==> config.mk <==
export PLATFORM = sky130hd
export DESIGN_NAME = alu_cmd_sequencer_flat
export DESIGN_NICKNAME = d
export VERILOG_FILES = /design/src/rtl/alu_cmd_sequencer_if.sv /design/src/rtl/alu_cmd_sequencer.sv /design/src/flat_wrapper.sv
export SDC_FILE = /design/constraint.sdc
export NUM_CORES = 1
export LEC_CHECK = 0
export CORE_MARGIN = 5
export CORE_UTILIZATION = 44
export DETAILED_ROUTE_END_ITERATION = 8
export PLACE_DENSITY = 0.84
export SYNTH_ARGS = -nofsm -noshare
export SYNTH_HDL_FRONTEND = slang
export SYNTH_SLANG_ARGS = --single-unit
==> constraint.sdc <==
create_clock -name clk -period 3.6 [get_ports clk]
set_input_delay 0.54 -clock clk [delete_from_list [all_inputs] [get_ports clk]]
set_output_delay 0.54 -clock clk [all_outputs]
set_load 0.03 [all_outputs]
==> src/rtl/alu_cmd_sequencer_if.sv <==
// Command, ALU and response bundle for alu_cmd_sequencer.
// `STATUS_FLAGS_EN adds the rsp_zero/rsp_neg status signals.
interface alu_cmd_sequencer_if #(
  parameter int WIDTH = 8,
  parameter int REP_W = 4
);
  logic             cmd_valid;
  logic             cmd_ready;
  logic [2:0]       cmd_sel;
  logic             cmd_src;
  logic [WIDTH-1:0] cmd_a;
  logic [WIDTH-1:0] cmd_b;
  logic [REP_W-1:0] cmd_rep;
  logic [WIDTH-1:0] alu_in1;
  logic [WIDTH-1:0] alu_in2;
  logic [2:0]       alu_sel;
  logic [WIDTH-1:0] alu_out;
  logic             rsp_valid;
  logic             rsp_ready;
  logic [WIDTH-1:0] rsp_data;
  logic             busy;
  logic [WIDTH-1:0] acc;
`ifdef STATUS_FLAGS_EN
  logic             rsp_zero;
  logic             rsp_neg;
`endif

  // The sequencer is the master: it initiates ALU operations.
  modport master (
    input  cmd_valid, cmd_sel, cmd_src, cmd_a, cmd_b, cmd_rep, alu_out, rsp_ready,
`ifdef STATUS_FLAGS_EN
    output rsp_zero, rsp_neg,
`endif
    output cmd_ready, alu_in1, alu_in2, alu_sel, rsp_valid, rsp_data, busy, acc
  );

  modport slave (
    output cmd_valid, cmd_sel, cmd_src, cmd_a, cmd_b, cmd_rep, alu_out, rsp_ready,
`ifdef STATUS_FLAGS_EN
    input  rsp_zero, rsp_neg,
`endif
    input  cmd_ready, alu_in1, alu_in2, alu_sel, rsp_valid, rsp_data, busy, acc
  );
endinterface

==> src/rtl/alu_cmd_sequencer.sv <==
// Drives an external combinational 8-bit ALU, iterating with feedback and holding an accumulator.
// `STATUS_FLAGS_EN adds registered rsp_zero/rsp_neg flags.
module alu_cmd_sequencer #(
  parameter int WIDTH = 8,
  parameter int REP_W = 4
) (
  input logic clk,
  input logic rst,
  alu_cmd_sequencer_if.master bus
);

  typedef enum logic [1:0] {S_IDLE, S_ISSUE, S_RESP} state_t;

  state_t           r_state, w_state_nxt;
  logic [WIDTH-1:0] r_in1, w_in1_nxt;
  logic [WIDTH-1:0] r_in2, w_in2_nxt;
  logic [2:0]       r_sel, w_sel_nxt;
  logic [REP_W-1:0] r_cnt, w_cnt_nxt;
  logic [WIDTH-1:0] r_rsp_data, w_rsp_data_nxt;
  logic [WIDTH-1:0] r_acc, w_acc_nxt;
  logic             r_rsp_valid, w_rsp_valid_nxt;
`ifdef STATUS_FLAGS_EN
  logic             r_rsp_zero, w_rsp_zero_nxt;
  logic             r_rsp_neg, w_rsp_neg_nxt;
`endif

  always_ff @(posedge clk) begin
    if (rst) begin
      r_state     <= S_IDLE;
      r_in1       <= '0;
      r_in2       <= '0;
      r_sel       <= '0;
      r_cnt       <= '0;
      r_rsp_data  <= '0;
      r_acc       <= '0;
      r_rsp_valid <= 1'b0;
`ifdef STATUS_FLAGS_EN
      r_rsp_zero  <= 1'b0;
      r_rsp_neg   <= 1'b0;
`endif
    end else begin
      // NOTE: state registers use non-blocking assignments so every flop samples pre-edge values.
      r_state     <= w_state_nxt;
      r_in1       <= w_in1_nxt;
      r_in2       <= w_in2_nxt;
      r_sel       <= w_sel_nxt;
      r_cnt       <= w_cnt_nxt;
      r_rsp_data  <= w_rsp_data_nxt;
      r_acc       <= w_acc_nxt;
      r_rsp_valid <= w_rsp_valid_nxt;
`ifdef STATUS_FLAGS_EN
      r_rsp_zero  <= w_rsp_zero_nxt;
      r_rsp_neg   <= w_rsp_neg_nxt;
`endif
    end
  end

  always_comb begin
    // NOTE: every output of this block gets a hold default first, so no latch can be inferred.
    w_state_nxt     = r_state;
    w_in1_nxt       = r_in1;
    w_in2_nxt       = r_in2;
    w_sel_nxt       = r_sel;
    w_cnt_nxt       = r_cnt;
    w_rsp_data_nxt  = r_rsp_data;
    w_acc_nxt       = r_acc;
    w_rsp_valid_nxt = r_rsp_valid;
`ifdef STATUS_FLAGS_EN
    w_rsp_zero_nxt  = r_rsp_zero;
    w_rsp_neg_nxt   = r_rsp_neg;
`endif
    unique case (r_state)
      S_IDLE: begin
        if (bus.cmd_valid) begin
          w_in1_nxt   = bus.cmd_src ? r_acc : bus.cmd_a;
          w_in2_nxt   = bus.cmd_b;
          w_sel_nxt   = bus.cmd_sel;
          w_cnt_nxt   = bus.cmd_rep;
          w_state_nxt = S_ISSUE;
        end
      end
      S_ISSUE: begin
        // Feed the result back as operand 1 until the repeat count is exhausted.
        if (r_cnt != '0) begin
          w_in1_nxt = bus.alu_out;
          w_cnt_nxt = r_cnt - REP_W'(1);
        end else begin
          w_rsp_data_nxt  = bus.alu_out;
          w_acc_nxt       = bus.alu_out;
          w_rsp_valid_nxt = 1'b1;
`ifdef STATUS_FLAGS_EN
          w_rsp_zero_nxt  = (bus.alu_out == '0);
          w_rsp_neg_nxt   = bus.alu_out[WIDTH-1];
`endif
          w_state_nxt     = S_RESP;
        end
      end
      S_RESP: begin
        if (bus.rsp_ready) begin
          w_rsp_valid_nxt = 1'b0;
          w_state_nxt     = S_IDLE;
        end
      end
      default: w_state_nxt = S_IDLE;
    endcase
  end

  assign bus.cmd_ready = (r_state == S_IDLE) && !rst;
  assign bus.alu_in1   = r_in1;
  assign bus.alu_in2   = r_in2;
  assign bus.alu_sel   = r_sel;
  assign bus.rsp_valid = r_rsp_valid;
  assign bus.rsp_data  = r_rsp_data;
  assign bus.busy      = (r_state != S_IDLE);
  assign bus.acc       = r_acc;
`ifdef STATUS_FLAGS_EN
  assign bus.rsp_zero  = r_rsp_zero;
  assign bus.rsp_neg   = r_rsp_neg;
`endif

endmodule

==> src/flat_wrapper.sv <==
// flat-port wrapper written by rule: the top's interface ports become plain ports
module alu_cmd_sequencer_flat 
#(
  parameter int WIDTH = 8,
  parameter int REP_W = 4
)
  (clk, rst, bus_cmd_valid, bus_cmd_sel, bus_cmd_src, bus_cmd_a, bus_cmd_b, bus_cmd_rep, bus_alu_out, bus_rsp_ready, bus_cmd_ready, bus_alu_in1, bus_alu_in2, bus_alu_sel, bus_rsp_valid, bus_rsp_data, bus_busy, bus_acc);
  alu_cmd_sequencer_if #(.WIDTH(WIDTH), .REP_W(REP_W)) bus_i ();
  input logic clk;
  input logic rst;
  input wire logic [$bits(bus_i.cmd_valid)-1:0] bus_cmd_valid;
  input wire logic [$bits(bus_i.cmd_sel)-1:0] bus_cmd_sel;
  input wire logic [$bits(bus_i.cmd_src)-1:0] bus_cmd_src;
  input wire logic [$bits(bus_i.cmd_a)-1:0] bus_cmd_a;
  input wire logic [$bits(bus_i.cmd_b)-1:0] bus_cmd_b;
  input wire logic [$bits(bus_i.cmd_rep)-1:0] bus_cmd_rep;
  input wire logic [$bits(bus_i.alu_out)-1:0] bus_alu_out;
  input wire logic [$bits(bus_i.rsp_ready)-1:0] bus_rsp_ready;
  output wire logic [$bits(bus_i.cmd_ready)-1:0] bus_cmd_ready;
  output wire logic [$bits(bus_i.alu_in1)-1:0] bus_alu_in1;
  output wire logic [$bits(bus_i.alu_in2)-1:0] bus_alu_in2;
  output wire logic [$bits(bus_i.alu_sel)-1:0] bus_alu_sel;
  output wire logic [$bits(bus_i.rsp_valid)-1:0] bus_rsp_valid;
  output wire logic [$bits(bus_i.rsp_data)-1:0] bus_rsp_data;
  output wire logic [$bits(bus_i.busy)-1:0] bus_busy;
  output wire logic [$bits(bus_i.acc)-1:0] bus_acc;
  assign bus_i.cmd_valid = bus_cmd_valid;
  assign bus_i.cmd_sel = bus_cmd_sel;
  assign bus_i.cmd_src = bus_cmd_src;
  assign bus_i.cmd_a = bus_cmd_a;
  assign bus_i.cmd_b = bus_cmd_b;
  assign bus_i.cmd_rep = bus_cmd_rep;
  assign bus_i.alu_out = bus_alu_out;
  assign bus_i.rsp_ready = bus_rsp_ready;
  assign bus_cmd_ready = bus_i.cmd_ready;
  assign bus_alu_in1 = bus_i.alu_in1;
  assign bus_alu_in2 = bus_i.alu_in2;
  assign bus_alu_sel = bus_i.alu_sel;
  assign bus_rsp_valid = bus_i.rsp_valid;
  assign bus_rsp_data = bus_i.rsp_data;
  assign bus_busy = bus_i.busy;
  assign bus_acc = bus_i.acc;
  alu_cmd_sequencer #(.WIDTH(WIDTH), .REP_W(REP_W)) u_core (.clk(clk), .rst(rst), .bus(bus_i));
endmodule
==> run_results.csv <==
group,metric,value,unit
sta,fmax,424,MHz
logic_synthesis,synth_top_area_share,41.8,%
logic_synthesis,synth_top_area_cell,"dfxtp_1",
final_layout,drive_gt1_share,9.20,%
flow_run,cap_violations,0,
logic_synthesis,synth_cell_types,30,
clock_network,insertion_delay,0.28,ns
clock_network,clkSinkCount,34,
floorplanning,die_w,70.8,um
sta,slew_viol_final,0,
worst_setup_path,critPathRequiredTime,3.06,ns
worst_setup_path,path_class,"input port to output port",
logic_synthesis,synth_fp_nets,223,
hold_path,whs_path_depth,2,
floorplanning,ioPinCount,74,
sta,fin_crit_sh,65.6,%
logic_synthesis,synthCells,186,
sta,skew,0.00485,ns
logic_synthesis,syn_area_per_cell,8.76,um^2
final_layout,n_antenna_cell,0,
status,status,"finished, final reports clean",
placed_design,io_buffers,73,
sta,min_period,2.36,ns
worst_setup_path,rr_worst_depth,6,
power,vdd_drop_max,0.339,mV
routing,routedWlPerCell,13.5,um
floorplanning,start_util,44.8,%
power,power.density,506,mW/mm^2
logic_synthesis,synth.most_common_cell,"dfxtp_1",
grt,grt_pass1_vias,1381,
clock_network,cts_resized,0,
placed_design,gp_congestion,0.734,
logic_synthesis,syn_area,0.00163,mm^2
floorplanning,die_area,0.00502,mm^2
sta,worst_pin_slew,1.04,ns
routing,wl,4020,um
clock_network,postCtsSetupRepairBufs,0,
worst_setup_path,start_kind,"input port",
logic_synthesis,synth_area_leaders,"dfxtp_1 (42%), mux2i_1 (9.8%), a21oi_1 (7.7%)",
floorplanning,core,0.00363,mm^2
placed_design,hpwl,2990,um
grt,grt_max_degree,35,
clock_network,htreeDepth,2,
floorplanning,die_h,70.8,um
hold_path,hold_end,"u_core.bus.alu_in2[4]$_SDFFE_PP0P_",
logic_synthesis,async_flop_share,0,%
routing,routed_via_density,4.83,
worst_setup_path,path_max_fanout,2,
final_layout,utilization,66.0,%
logic_synthesis,synth_commonest_cells,"dfxtp_1 (34), a21oi_1 (25), nand2_1 (24), nor2_1 (24), mux2i_1 (16)",
sta,maxSlewHeadroom,30.1,%
grt,grt_use_total,16.7,%
logic_synthesis,yosysWarnings,0,
worst_setup_path,r2r_slack,1.62,ns
clock_network,cts_root_buffer,"clkbuf_8",
sta,setup_viol,0,
clock_network,ctsHoldBuffers,0,
routing,vias,1440,
clock_network,clock_path_buffers,2,
routing,route.detailed.drc,0,
worst_setup_path,cp.arrival,1.82,ns
worst_setup_path,end_kind,"output port",
final_layout,area_delta_synth_final,47.3,%
final_layout,fill_cells,321,
logic_synthesis,synth-seq-cells,34,
clock_network,cts_made_buffers,5,
power,p_leak,0.889,nW
logic_synthesis,synth_edf_count,0,
routing,drt_iter0_markers,109,
grt,antenna_found_initial,0,
clock_network,clk_pin_slew,0.07,ns
worst_setup_path,r2r-start,"u_core.r_cnt[0]$_SDFFE_PP0P_",
logic_synthesis,ys_seq_area_share,41.8,%
hold_path,hp-start,"u_core.bus.alu_in2[4]$_SDFFE_PP0P_",
routing,ant_nets,0,
worst_setup_path,rr_endpoint,"u_core.bus.acc[0]$_SDFFE_PP0P_",
grt,grt_pass1_wl,6700,um
clock_network,cts_tree,"yes",
grt,grt-ovfl-total,0,
final_layout,nets,286,
sta,rsz0062_at_grt,"no",
sta,hold_viol_final,0,
logic_synthesis,ys.flop_type,"dfxtp_1",
routing,drtPass1Iterations,4,
sta,tns,0,ns
floorplanning,rows,22,
hold_path,hp-class,"register to register",
==> cell usage in the layout, fill, tap and decap left out, types with 2 or more instances in the layout <==
cell type	synthesis	final
a21oi_1	25	25
and2_1	2	2
buf_4	9	3
clkbuf_8	0	6
clkdlybuf4s50_1	0	73
dfxtp_1	34	34
inv_1	4	4
mux2i_1	16	16
nand2_1	24	24
nand2b_1	13	13
nor2_1	24	24
o22ai_2	8	8
==> how the worst max path moves through the flow <==
stage                     from       endpoint  slack, ns  cells past startpoint
after floorplan            rst  bus_cmd_ready       1.71                      3
after global placement     rst  bus_cmd_ready       1.22                      3
after detailed placement   rst  bus_cmd_ready       1.22                      3
after CTS                  rst  bus_cmd_ready       1.22                      3
after global routing       rst  bus_cmd_ready       1.15                      3
final                      rst  bus_cmd_ready       1.24                      3
==> worst max-delay path, cell delays in order <==
cell	delay [ns]
clkdlybuf4s50_1	0.48
nor2_1	0.13
clkdlybuf4s50_1	0.67
==> power by group <==
group	leakage [nW]	switching [W]	internal (W)
Clock	0.0472	0.000136	0.000154
Combinational	0.564	0.000256	0.000207
Sequential	0.278	0.0000365	0.000424
Total	0.889	0.000428	0.000785
==> final cells by class <==
cell class	instances	area (um^2)	area share, %
timing repair buffer	76	753	31.4
multi-input combinational	127	792	33.0
sequential	34	681	28.4
inverter	5	18.8	0.782
clock inverter	2	12.5	0.521
clock buffer	6	82.6	3.44
tap	48	60.1	2.50
==> stage by stage <==
step	total power (W)	hold WS, ns	std cells	setup WS, ns	cell area (um^2)
after floorplan	0.000782	0.454	186	1.71	1630
after global placement	0.000926	0.441	290	1.22	2300
after detailed placement	0.000933	0.446	290	1.22	2300
after CTS	0.00122	0.456	298	1.22	2400
after global routing	0.00128	0.476	298	1.15	2400
final	0.00121	0.454	298	1.24	2400
==> registers in the layout (all words and copies together), names as in the netlist <==
register,cells
u_core.bus.alu_in2,8
u_core.bus.rsp_valid,1
u_core.r_cnt,4
u_core.bus.alu_in1,8
u_core.bus.alu_sel,3
u_core.r_state,2
u_core.bus.acc,8
==> kinds of logic (layout without fill, tap and decap cells) <==
kind of cell	after synthesis	after routing	synth area share (%)
compound gates	39	39	16.6
fa+ha+maj	1	1	0.768
buf+inv	25	89	9.60
flops	34	34	41.8
mux	16	16	9.83
simple gates	71	71	21.4
==> per-layer routing <==
metal  GRT usage (%)  wire, um
met1            21.6      1830
met2            26.8      1980
met3            3.55       134
met4            7.10        81
met5               0         0
(Power assumes the default switching activity.)
